File: config.mk
export PLATFORM = sky130hd
export DESIGN_NAME = camera_dvp_tx
export DESIGN_NICKNAME = d
export VERILOG_FILES = /design/src/rtl/camera_dvp_tx.sv
export SDC_FILE = /design/constraint.sdc
export NUM_CORES = 1
export LEC_CHECK = 0
export ABC_AREA = 1
export BUFFER_PORTS_ARGS = -buffer_cell sky130_fd_sc_hd__buf_2
export CORE_UTILIZATION = 55
export CTS_BUF_LIST = sky130_fd_sc_hd__clkbuf_8
export CTS_CLUSTER_DIAMETER = 100
export DETAILED_ROUTE_END_ITERATION = 6
export MAX_ROUTING_LAYER = met4
export PLACE_DENSITY_LB_ADDON = 0.1
export SKIP_LAST_GASP = 1
export SLEW_MARGIN = 20
export SYNTH_ARGS = -nofsm -noshare
export SYNTH_HDL_FRONTEND = slang
export SYNTH_SLANG_ARGS = --single-unit
File: constraint.sdc
create_clock -name HCLK -period 1.84 [get_ports HCLK]
set_input_delay 0.552 -clock HCLK [delete_from_list [all_inputs] [get_ports HCLK]]
set_output_delay 0.552 -clock HCLK [all_outputs]
set_load 0.01 [all_outputs]
File: src/rtl/camera_dvp_tx.sv
// DVP camera transmitter: reads 32-bit frame-buffer words and serialises them as a VSYNC/HREF/PCLK byte stream.
// Define CAMERA_TX_BGR_SWAP_EN to exchange the red and blue fields of each RGB565 pixel before sending.
module camera_dvp_tx #(
    parameter int H_PIX     = 320,
    parameter int V_LINES   = 240,
    parameter int VSYNC_LEN = 3,
    parameter int V_BP      = 2,
    parameter int H_BLANK   = 16
) (
    input  logic        HCLK,
    input  logic        HRESETn,
    input  logic        START,
    output logic        BUSY,
    output logic        FRAME_DONE,
    output logic [15:0] RAM_RADDR,
    input  logic [31:0] RAM_RDATA,
    output logic        PCLK_OUT,
    output logic        VSYNC,
    output logic        HREF,
    output logic [7:0]  Camera_odata,
    output logic [2:0]  state_dbg
);

    typedef enum logic [2:0] {
        IDLE = 3'd0,
        VS   = 3'd1,
        VBP  = 3'd2,
        LINE = 3'd3,
        HBL  = 3'd4
    } state_t;

    localparam logic [15:0] LINE_LAST  = 16'(2 * H_PIX + H_BLANK - 1);
    localparam logic [15:0] ACT_LAST   = 16'(2 * H_PIX - 1);
    localparam logic [15:0] HBL_LAST   = 16'(H_BLANK - 1);
    localparam logic [15:0] VS_LAST    = 16'(VSYNC_LEN - 1);
    localparam logic [15:0] VBP_LAST   = 16'(V_BP - 1);
    localparam logic [15:0] LINES_LAST = 16'(V_LINES - 1);
    localparam logic [15:0] ADDR_LAST  = 16'(H_PIX * V_LINES / 2 - 1);

    state_t      state;
    logic [15:0] slot_cnt;
    logic [15:0] line_cnt;
    logic [31:0] word_q;
    logic [1:0]  byte_idx;
    logic [31:0] byte_src;
    logic [7:0]  next_byte;
    logic [15:0] next_addr;

    function automatic logic [15:0] fmt_pix(input logic [15:0] p);
`ifdef CAMERA_TX_BGR_SWAP_EN
        return {p[4:0], p[10:5], p[15:11]};
`else
        return p;
`endif
    endfunction

    // Byte order inside a word: pixel 0 (low half) then pixel 1, each high byte first.
    function automatic logic [7:0] pick_byte(input logic [31:0] w, input logic [1:0] idx);
        logic [15:0] p0;
        logic [15:0] p1;
        p0 = fmt_pix(w[15:0]);
        p1 = fmt_pix(w[31:16]);
        case (idx)
            2'd0:    return p0[15:8];
            2'd1:    return p0[7:0];
            2'd2:    return p1[15:8];
            default: return p1[7:0];
        endcase
    endfunction

    // Outside LINE the next slot is always the first byte of a fresh word, taken straight from RAM.
    always_comb begin
        byte_idx = 2'd0;
        if (state == LINE) begin
            byte_idx = slot_cnt[1:0] + 2'd1;
        end
        byte_src  = (byte_idx == 2'd0) ? RAM_RDATA : word_q;
        next_byte = pick_byte(byte_src, byte_idx);
        next_addr = (RAM_RADDR == ADDR_LAST) ? RAM_RADDR : RAM_RADDR + 16'd1;
    end

    assign state_dbg = state;

    // START is a request without a ready: it is taken only while BUSY is low, and BUSY
    // stays high through the FRAME_DONE cycle, so a request while busy or coincident with
    // FRAME_DONE is dropped. RAM_RADDR always points at the next word to be sent, so the
    // synchronous RAM has its data ready long before the slot that consumes it.
    always_ff @(posedge HCLK or negedge HRESETn) begin
        if (!HRESETn) begin
            state        <= IDLE;
            slot_cnt     <= 16'd0;
            line_cnt     <= 16'd0;
            word_q       <= 32'd0;
            BUSY         <= 1'b0;
            FRAME_DONE   <= 1'b0;
            RAM_RADDR    <= 16'd0;
            PCLK_OUT     <= 1'b0;
            VSYNC        <= 1'b0;
            HREF         <= 1'b0;
            Camera_odata <= 8'd0;
        end else begin
            FRAME_DONE <= 1'b0;
            if (state == IDLE) begin
                PCLK_OUT <= 1'b0;
                if (START && !BUSY) begin
                    state     <= VS;
                    BUSY      <= 1'b1;
                    VSYNC     <= 1'b1;
                    RAM_RADDR <= 16'd0;
                    slot_cnt  <= 16'd0;
                    line_cnt  <= 16'd0;
                end else begin
                    BUSY <= 1'b0;
                end
            end else begin
                PCLK_OUT <= ~PCLK_OUT;
                // Everything else moves only at a slot boundary, i.e. as PCLK_OUT falls.
                if (PCLK_OUT) begin
                    slot_cnt <= slot_cnt + 16'd1;
                    case (state)
                        VS: begin
                            if (slot_cnt == LINE_LAST) begin
                                slot_cnt <= 16'd0;
                                if (line_cnt == VS_LAST) begin
                                    state    <= VBP;
                                    VSYNC    <= 1'b0;
                                    line_cnt <= 16'd0;
                                end else begin
                                    line_cnt <= line_cnt + 16'd1;
                                end
                            end
                        end
                        VBP: begin
                            if (slot_cnt == LINE_LAST) begin
                                slot_cnt <= 16'd0;
                                if (line_cnt == VBP_LAST) begin
                                    state        <= LINE;
                                    line_cnt     <= 16'd0;
                                    HREF         <= 1'b1;
                                    Camera_odata <= next_byte;
                                    word_q       <= RAM_RDATA;
                                    RAM_RADDR    <= next_addr;
                                end else begin
                                    line_cnt <= line_cnt + 16'd1;
                                end
                            end
                        end
                        LINE: begin
                            if (slot_cnt == ACT_LAST) begin
                                state        <= HBL;
                                slot_cnt     <= 16'd0;
                                HREF         <= 1'b0;
                                Camera_odata <= 8'd0;
                            end else begin
                                Camera_odata <= next_byte;
                                if (byte_idx == 2'd0) begin
                                    word_q    <= RAM_RDATA;
                                    RAM_RADDR <= next_addr;
                                end
                            end
                        end
                        HBL: begin
                            if (slot_cnt == HBL_LAST) begin
                                slot_cnt <= 16'd0;
                                if (line_cnt == LINES_LAST) begin
                                    state      <= IDLE;
                                    line_cnt   <= 16'd0;
                                    FRAME_DONE <= 1'b1;
                                end else begin
                                    state        <= LINE;
                                    line_cnt     <= line_cnt + 16'd1;
                                    HREF         <= 1'b1;
                                    Camera_odata <= next_byte;
                                    word_q       <= RAM_RDATA;
                                    RAM_RADDR    <= next_addr;
                                end
                            end
                        end
                        default: begin
                            state <= IDLE;
                        end
                    endcase
                end
            end
        end
    end

endmodule

==> Implementation_results.wiki <==
{| class="wikitable"
! Metric !! Value
|-
| Register area share after synthesis || 37.7%
|-
| Critical Path Source || slot_cnt[0]
|-
| Count of filler cells inserted in the layout || roughly 860
|-
| Initial antenna violation count || 0
|-
| GR Overflow Total || 0
|-
| Inserted Diodes || 0
|-
| Worst setup slack after layout || -0.0751 ns
|-
| Layout cells sized above 1 || a little under a quarter
|-
| Routability-driven placement congestion ratio || 0.898
|-
| Clock input transition at the sequential cells of the worst setup and hold paths || 0.09 ns
|-
| Class of the most critical setup path || reg -> reg
|-
| Portion of the clock cycle consumed by the worst path in the final layout || 104%
|-
| Cell occurring most often along the worst timing path || sky130_fd_sc_hd__nand2_2
|-
| Worst EP arrival || 2.19 ns
|-
| Synthesized area per cell || 6.91 um^2
|-
| Max-capacitance violation count || 0
|-
| Syn Inst Count || 844
|-
| Via count of the first global-routing pass || 5530
|-
| Critical Path Sink || word_q[26]
|-
| Final TNS setup || -1.36 ns
|-
| Failing checks || setup timing
|-
| Number of warning messages in the yosys log || 0
|-
| Maximum number of pins on one net before global-route repair || 41
|-
| Worst Tran Pin Value || 0.401 ns
|-
| Power density over cell area || 1290 nW/um^2
|-
| Launch instance of the worst register-to-register path || slot_cnt[0]
|-
| Bufs on Longest Clock Path || 2
|-
| TritonCTS buffer count || 9
|-
| Count of hold-fix buffers inserted at cts || 0
|-
| Cell Rows || 37
|-
| Post-layout minimum cycle time || ~1.9 ns
|-
| # port buffers || 66
|-
| Final routed DRC violation total || 0
|-
| Area growth from synthesis to final layout || 23.2%
|-
| TritonCTS clock tree || yes
|-
| CTS root buf || sky130_fd_sc_hd__clkbuf_8
|-
| CTS H-tree lvls || 3
|-
| Peak Freq || between 500 and 600 MHz
|-
| Final wirelength || 15400 um
|-
| Endpoint of the most critical register-to-register path || word_q[26]
|-
| Insertion delay of the later-clocked pin in the worst-skew pair || 0.38 ns
|-
| Total number of nets in the final design || ~1000
|-
| Data required time of the critical path || 2.11 ns
|-
| Delay of the slowest cell on the worst path || 0.37 ns
|-
| Relative slew margins || 73.0%
|-
| DPL Wire Length || 10900 um
|-
| Crit start category || flop
|-
| Starting density of the core || 56.5%
|-
| 1st-pass router iterations || 5
|-
| Area inside the core boundary || between 10000 and 15000 um^2
|-
| # placed instances || 1076
|-
| Via density || 5.36
|-
| Overall via count from detail_route || between 5000 and 6000
|-
| Vert. Die Dim || 105 um
|-
| Path category of the worst min-delay check || in -> async
|-
| Highest ir drop seen on vdd || 0.752 mV
|-
| Worst path cell trace || ha_2 > nand2_2 > inv_2 > nand2_4 > nor2_4 > nand2_2 > nand2_2 > nand2_1 > nor2_4 > nand2_4 > clkbuf_16 > nand2_1 > o21ai_2
|-
| Global Route Usage Sum || 28.5%
|-
| Post-Syn Nets || between 800 and 900
|-
| Die Footprint || 11000 um^2
|-
| FF+latch count, synth || just under 90
|-
| Remaining number of nets flagged by the antenna check after routing || 0
|-
| I/O pin count || 67
|-
| Die width || roughly 100 um
|-
| Static leakage || 3.88 nW
|-
| WL/cell || 13.9 um
|-
| First-iteration detailed-routing DRC count || 370
|-
| Unrepaired setup endpoints after global routing || true
|-
| Number of cell instances on the worst register-to-register path || 13
|-
| Register-to-register path setup slack || -0.08 ns
|-
| Worst slack, placed || -0.0241 ns
|-
| Non-Filler Instances || 1105
|-
| Final-report max-slew violation count || 0
|-
| Result of the run || finished with violations
|-
| Worst-path fanout max || 6
|-
| Kind of capture point of the worst setup path || flop
|-
| Hold Fails Final Rpt || 0
|-
| Crit path max-delay cell type || sky130_fd_sc_hd__dfrtp_1
|-
| Number of setup violations in the final report || 32
|-
| Clock sink count || 88
|-
| Cell variety after synth || 36
|-
| First-pass GRT wire length || 24700 um
|-
| Post-synthesis cell area || 5830 um^2
|-
| Setup Skew || between 0.01 and 0.015 ns
|}
layout by cell type (no fill, tap or decap), types with 5 or more instances in the layout:
cell and n:
sky130_fd_sc_hd__nand2_1 291, sky130_fd_sc_hd__nor2_4 12, sky130_fd_sc_hd__inv_2 9, sky130_fd_sc_hd__a21oi_1 6
sky130_fd_sc_hd__nand3b_1 6, sky130_fd_sc_hd__o21ai_2 18, sky130_fd_sc_hd__nand3_1 77, sky130_fd_sc_hd__xnor2_1 5
sky130_fd_sc_hd__o21ai_0 24, sky130_fd_sc_hd__xor2_1 26, sky130_fd_sc_hd__dfrtp_1 88, sky130_fd_sc_hd__nor2_1 82
sky130_fd_sc_hd__nand4_1 24, sky130_fd_sc_hd__buf_2 65, sky130_fd_sc_hd__nor3_1 7, sky130_fd_sc_hd__clkbuf_8 9
sky130_fd_sc_hd__a31oi_1 6, sky130_fd_sc_hd__buf_12 6, sky130_fd_sc_hd__inv_1 80, sky130_fd_sc_hd__buf_6 6
sky130_fd_sc_hd__o21ai_1 6, sky130_fd_sc_hd__nand2_2 17, sky130_fd_sc_hd__buf_4 55
flip-flops by register name, indices dropped and copies added (netlist names):
name          cells
word_q           24
RAM_RADDR        16
line_cnt         16
slot_cnt         16
Camera_odata      8
state_dbg         3
BUSY              1
FRAME_DONE        1
HREF              1
PCLK_OUT          1
VSYNC             1
cell type report:
class                      count  area, um^2  area share (%)
clock buffer                   9         124            1.72
clock inverter                 7        77.6            1.08
inverter                      91         347            4.82
multi-input combinational    637        3230            44.9
sequential                    88        2200            30.6
tap                          136         170            2.37
timing repair buffer         137        1040            14.5
critical path: cells and delay by family (launching register included):
kind	cells	cell delay, ns
AOI/OAI and AO/OA	1	0.05
adders and majority gates	1	0.22
buffers and inverters	2	0.26
and+or+nand+nor	9	0.92
DFF	1	0.37
through the flow:
stage                     area [um^2]  power, W  utilization [%]  hold slack (ns)
final                            7190   0.00925             69.6           0.0726
after global routing             7190   0.00985             69.6           0.0819
after CTS                        6880   0.00876             66.6           0.0745
after detailed placement         6660   0.00731             64.5            0.468
after global placement           6660   0.00717             64.5            0.462
after floorplan                  5830   0.00582                -            0.256
logic make-up (layout without fill, tap and decap cells):
group / count (synthesis) / count (layout) / share of synthesized area (%)
AND/OR/NAND/NOR: 533 / 534 / 40.0
XOR/XNOR: 31 / 31 / 4.65
flip-flops: 88 / 88 / 37.7
adder cells (fa/ha/maj): 5 / 5 / 1.07
buffers and inverters: 120 / 244 / 9.33
AO/OA/AOI/OAI: 67 / 67 / 7.21
cell usage after synthesis, drive strengths merged:
library cell  count  area, um^2
dfrtp            88        2200
nor2             99         445
o22ai             2        12.5
buf              27         193
clkbuf            2        7.51
nor3b             1        7.51
xnor2             5        43.8
nand3            82         428
xor2             26         228
nor3              8        40.0
ha                5        62.6
nand3b            6        45.0
nand2           312        1210
or2               1        6.26
a21oi             7        38.8
inv              91         344
o31ai             2        15.0
o211ai            1        7.51
a31oi             6        37.5
o21ai            49         309
nand4            24         150
worst min-delay path by stage:
stage                      endpoint  depth (start not counted)             from  slack (ns)
global route            line_cnt[8]                          1          HRESETn        0.08
detailed placement  Camera_odata[0]                          2  Camera_odata[0]        0.47
CTS                     line_cnt[8]                          1          HRESETn        0.07
floorplan                      BUSY                          0          HRESETn        0.26
finish                  line_cnt[8]                          1          HRESETn        0.07
global placement    Camera_odata[2]                          2  Camera_odata[2]        0.46
report_power, final:
part / switching [W] / total (W) / internal, W
clock network: 0.000767 / 0.00141 / 0.000642
registers: 0.000372 / 0.00282 / 0.00245
logic: 0.00311 / 0.00502 / 0.00190
timing repair:
action / 4_1_cts / 5_1_grt
resized for setup: 3 / 38
pin swaps: 0 / 12
setup buffers: 0 / 5
gates cloned: 0 / 8
endpoints found under the setup margin: 19 / 76
routing by layer:
layer  GRT usage (%)  vias up  share of wire [%]
met5               -        -                  0
met4            10.3        0                1.7
met3            3.49       37                5.0
met2            48.3      187                 50
met1            35.0     2798                 43
li1                -     2905                  -
(Power assumes the default switching activity.)
